$ cat config.mk
export PLATFORM = sky130hd
export DESIGN_NAME = add_arbiter
export DESIGN_NICKNAME = d
export VERILOG_FILES = /design/src/rtl/add_arbiter.sv
export SDC_FILE = /design/constraint.sdc
export NUM_CORES = 1
export LEC_CHECK = 0
export CAP_MARGIN = 10
export CORE_ASPECT_RATIO = 1.25
export CORE_UTILIZATION = 47
export DETAILED_ROUTE_END_ITERATION = 12
export PLACE_DENSITY = 0.81
export SYNTH_ARGS = -nofsm -noshare
export SYNTH_HDL_FRONTEND = slang
export SYNTH_SLANG_ARGS = --single-unit
$ cat constraint.sdc
create_clock -name clk_i -period 2.7 [get_ports clk_i]
set_input_delay 0.54 -clock clk_i [delete_from_list [all_inputs] [get_ports clk_i]]
set_output_delay 0.54 -clock clk_i [all_outputs]
set_load 0.05 [all_outputs]
$ cat src/rtl/add_arbiter.sv
// add_arbiter: two-requester round-robin arbiter feeding a multi-cycle 8-bit adder.
// Optional signed-overflow output is enabled by defining ADD_ARBITER_OVF_EN.
module add_arbiter #(
    parameter int ADD_CYCLES = 1
) (
    input  logic       clk_i,
    input  logic       rst_ni,
    input  logic [1:0] req_valid_i,
    output logic [1:0] req_ready_o,
    input  logic [7:0] req0_a_i,
    input  logic [7:0] req0_b_i,
    input  logic [7:0] req1_a_i,
    input  logic [7:0] req1_b_i,
    input  logic [1:0] req_cin_i,
    output logic       rsp_valid_o,
    input  logic       rsp_ready_i,
    output logic       rsp_id_o,
    output logic [7:0] rsp_sum_o,
`ifdef ADD_ARBITER_OVF_EN
    output logic       rsp_ovf_o,
`endif
    output logic       rsp_cout_o
);

    typedef enum logic [1:0] {IDLE, ADD, RESP} state_e;

    localparam logic [1:0] LAST = 2'(ADD_CYCLES - 1);

    state_e     state_q;
    logic       prio_q;
    logic [1:0] cnt_q;
    logic [7:0] a_q, b_q;
    logic       cin_q, id_q;
    logic       gnt_idx, hs;
    logic [8:0] sum_d;

    // Grant is combinational so the requester sees ready in the same cycle it asks;
    // ready is forced low while reset is held.
    always_comb begin
        gnt_idx     = (&req_valid_i) ? prio_q : req_valid_i[1];
        req_ready_o = (rst_ni && state_q == IDLE && |req_valid_i) ? (gnt_idx ? 2'b10 : 2'b01) : 2'b00;
        hs          = |req_ready_o;
        sum_d       = {1'b0, a_q} + {1'b0, b_q} + {8'b0, cin_q};
    end

    // Control FSM: latch operands on grant, count ADD cycles, hold result until consumed.
    always_ff @(posedge clk_i or negedge rst_ni) begin
        if (!rst_ni) begin
            state_q     <= IDLE;
            prio_q      <= 1'b0;
            cnt_q       <= 2'd0;
            a_q         <= 8'h00;
            b_q         <= 8'h00;
            cin_q       <= 1'b0;
            id_q        <= 1'b0;
            rsp_valid_o <= 1'b0;
            rsp_id_o    <= 1'b0;
            rsp_sum_o   <= 8'h00;
            rsp_cout_o  <= 1'b0;
        end else begin
            case (state_q)
                IDLE: if (hs) begin
                    a_q     <= gnt_idx ? req1_a_i : req0_a_i;
                    b_q     <= gnt_idx ? req1_b_i : req0_b_i;
                    cin_q   <= req_cin_i[gnt_idx];
                    id_q    <= gnt_idx;
                    prio_q  <= ~gnt_idx;
                    cnt_q   <= 2'd0;
                    state_q <= ADD;
                end
                ADD: if (cnt_q == LAST) begin
                    cnt_q                   <= 2'd0;
                    {rsp_cout_o, rsp_sum_o} <= sum_d;
                    rsp_id_o                <= id_q;
                    rsp_valid_o             <= 1'b1;
                    state_q                 <= RESP;
                end else begin
                    cnt_q <= cnt_q + 2'd1;
                end
                RESP: if (rsp_ready_i) begin
                    rsp_valid_o <= 1'b0;
                    state_q     <= IDLE;
                end
                default: state_q <= IDLE;
            endcase
        end
    end

`ifdef ADD_ARBITER_OVF_EN
    // Signed overflow captured alongside the sum: operands agree in sign, result does not.
    always_ff @(posedge clk_i or negedge rst_ni) begin
        if (!rst_ni) rsp_ovf_o <= 1'b0;
        else if (state_q == ADD && cnt_q == LAST) rsp_ovf_o <= (a_q[7] == b_q[7]) & (sum_d[7] != a_q[7]);
    end
`endif

endmodule

==> impl_metrics.json <==
{
  "arrival_ps": 2440,
  "holdCritPathClass": "flop to flop",
  "max_freq_mhz": 439,
  "cts_tree": "done",
  "num_rows": 24,
  "syn2layout_area_growth_pct": 38.6,
  "cts_buffers": 5,
  "die_area_sq_um": 3960,
  "slowest_stage": "fa_1",
  "post-route-min-period_ps": 2280,
  "overflow": 0,
  "clock_skew_ps": 2.47,
  "rsz0062_at_grt": "false",
  "vias": 1533,
  "ir_drop_uv": 783,
  "ys_warn_count": 0,
  "fp.coreArea_sq_um": 3510,
  "cp_num_buf_inv": 0,
  "grt_pass1_wl_microns": 7180,
  "htreeDepth": 2,
  "crit_required_ps": 2860,
  "postCtsSetupBuffers": 0,
  "clockBufferDepth": 2,
  "crit_fanout": 3,
  "combPwrFrac_pct": 55.8,
  "drtAntennaViolNets": 0,
  "synthCells": 160,
  "crit_type": "flop to flop",
  "ys_ff_latch": 34,
  "clockRootBuffer": "clkbuf_8",
  "fillers": 268,
  "cpPeakStageDelay_ps": 490,
  "startpoint": "a_q[0]",
  "register_area_sq_um": 851,
  "layout-drive-gt1-share_pct": 10.6,
  "ys_types": 33,
  "post_cts_resized": 0,
  "power_density_nw_per_um2": 1270,
  "path_cells": "fa_1 > fa_1 > a21o_1 > a21oi_1 > nor3_1 > a31oi_1 > o22ai_1",
  "clkSinkCount": 34,
  "avgSynthCellArea_sq_um": 10.9,
  "outcome": "finished, final reports clean",
  "holdBufCountCts": 0,
  "multi_input_area_sq_um": 764,
  "setup_viol": 0,
  "tns_ps": 0,
  "r2r_setup_slack_ps": 420,
  "end_kind": "flop",
  "grt_use_total_pct": 23.9,
  "antenna_found_initial": 0,
  "die_h_microns": 70.1,
  "power_switching_mw": 1.35,
  "p_clk_share_pct": 14.1,
  "reg2reg_to": "rsp_sum_o[6]",
  "cpMostUsedCell": "fa_1",
  "die_w_microns": 56.5,
  "finalWirelength_microns": 4270,
  "ff2ff_path_depth": 7,
  "seq_area_frac_synth_pct": 48.8,
  "finalWeightedCongestion": 0.822,
  "initial_utilization_pct": 49.6,
  "drc": 0,
  "grt_pass1_vias": 1585,
  "synth_nets": 210,
  "io_pins": 52,
  "path_depth": 7,
  "setup.worst_path.start_class": "flop",
  "tightest_slew_ps": 508,
  "port_buffers": 51,
  "insertion_delay_ps": 280,
  "drt-vias-per-instance": 5.99,
  "finalHoldViolations": 0,
  "max_cap_viol_count": 0,
  "switching_share_pct": 44.0,
  "dp_hpwl_microns": 3310,
  "antennaDiodeCount": 0,
  "critPathCapture": "rsp_sum_o[6]",
  "slew_violations": 0,
  "leakagePower_nw": 1.12,
  "slew_headroom_pct": 66.0,
  "grt_max_degree": 23,
  "wire_per_inst_microns": 16.7,
  "r2r_start": "a_q[0]",
  "drt_pass1_iterations": 9,
  "syn-cell-area_sq_um": 1740,
  "crit_family": "adder cells",
  "seqPwrFrac_pct": 30.0,
  "fin_nets": 266,
  "drtIter0Drc": 96,
  "hold_slack_ps": 491,
  "clk_transition_reported_paths_ps": 70,
  "period_share_pct": 84.4,
  "p_int_mw": 1.72
}
==> routing by layer <==
metal / track usage (%) / wire (microns) / up-vias
li1: - / - / 702
met1: 25.0 / 1530 / 746
met2: 44.3 / 2390 / 70
met3: 4.07 / 228 / 15
met4: 12.5 / 118 / 0
met5: 0 / 0 / -
==> synth_stat cells <==
cell / count / area share (%)
ha_1: 9 / 6.5
and4_1: 1 / 0.50
nor2_1: 4 / 0.86
o22ai_1: 1 / 0.36
a31oi_1: 2 / 0.72
a211o_1: 1 / 0.50
buf_2: 4 / 1.1
a21o_1: 4 / 1.7
nand2_2: 1 / 0.36
o21ai_0: 9 / 2.6
nand2b_1: 1 / 0.36
xor2_1: 4 / 2.0
dfrtp_1: 34 / 49
nor2b_1: 1 / 0.36
a222oi_1: 17 / 9.8
o21ai_1: 3 / 0.86
o2111ai_1: 1 / 0.50
nor3_1: 3 / 0.86
o21bai_1: 1 / 0.43
a21oi_4: 1 / 0.93
o211ai_2: 1 / 0.72
xnor2_1: 1 / 0.50
nand2_1: 12 / 2.6
and2_1: 1 / 0.36
mux2_2: 3 / 1.9
inv_1: 20 / 4.3
a211oi_1: 2 / 0.86
a21oi_1: 9 / 2.6
nand2b_4: 1 / 0.79
buf_6: 3 / 1.9
nor4_1: 2 / 0.72
fa_1: 2 / 2.3
nor2_2: 1 / 0.36
==> worst min path at each step <==
stage	startpoint	end	slack (ps)	cells after the start
final	rsp_sum_o[7]	rsp_sum_o[7]	490	2
after global routing	id_q	id_q	510	1
after CTS	rsp_sum_o[7]	rsp_sum_o[7]	500	2
after detailed placement	rsp_sum_o[7]	rsp_sum_o[7]	480	2
after global placement	id_q	id_q	460	1
after floorplan	rst_ni	a_q[0]	240	0
==> sequential cells by signal, indices dropped and copies added (netlist names) <==
| name | cells |
|---|---|
| b_q | 8 |
| rsp_cout_o | 1 |
| state_q | 2 |
| id_q | 1 |
| rsp_id_o | 1 |
| prio_q | 1 |
| cin_q | 1 |
| cnt_q | 2 |
| a_q | 8 |
| rsp_sum_o | 8 |
| rsp_valid_o | 1 |
==> cells by family after synthesis <==
group | synth area share, %
AO/OA/AOI/OAI | 22.5
XOR/XNOR | 2.51
adder cells (fa/ha/maj) | 8.75
buffers and inverters | 7.39
flip-flops | 48.8
multiplexers | 1.94
AND/OR/NAND/NOR | 8.11
==> worst min-delay path, stage by stage (launching register included) <==
cell,delay (ps)
dfrtp_1,340
nand2_1,50
o21ai_1,60
==> cells in the final DEF (no fill, tap or decap), types with 5 or more instances in the layout <==
master	synthesis	routed
clkdlybuf4s50_1	0	49
dfrtp_1	34	34
inv_1	20	20
a222oi_1	17	17
nand2_1	12	12
a21oi_1	9	9
o21ai_0	9	9
ha_1	9	9
clkbuf_8	0	8
buf_4	0	5
==> power by group through the flow <==
stage	Sequential (mW)	Combinational (mW)	Clock, mW
final	0.923	1.71	0.435
after global routing	0.954	1.86	0.475
after CTS	0.926	1.71	0.441
after detailed placement	0.934	1.69	0
after global placement	0.918	1.59	0
after floorplan	1.15	0.953	0
==> per-stage QoR <==
step	instance area (sq um)	instances	power, mW	worst slack (ps)	utilization, %
after CTS	2420	256	3.07	432	68.8
after global routing	2420	256	3.29	209	68.8
after floorplan	1740	160	2.11	633	-
after detailed placement	2310	248	2.62	455	65.7
after global placement	2310	248	2.51	546	65.7
final	2420	256	3.07	421	68.8
==> cell type report <==
class                   count  area share, %
flip-flops and latches     34           35.2
multi-input cells          99           31.6
repair buffers             56           23.5
clock buffers               8           4.55
inverters                  20           3.11
well taps                  39           2.02
Power figures use the tool's default switching activity.
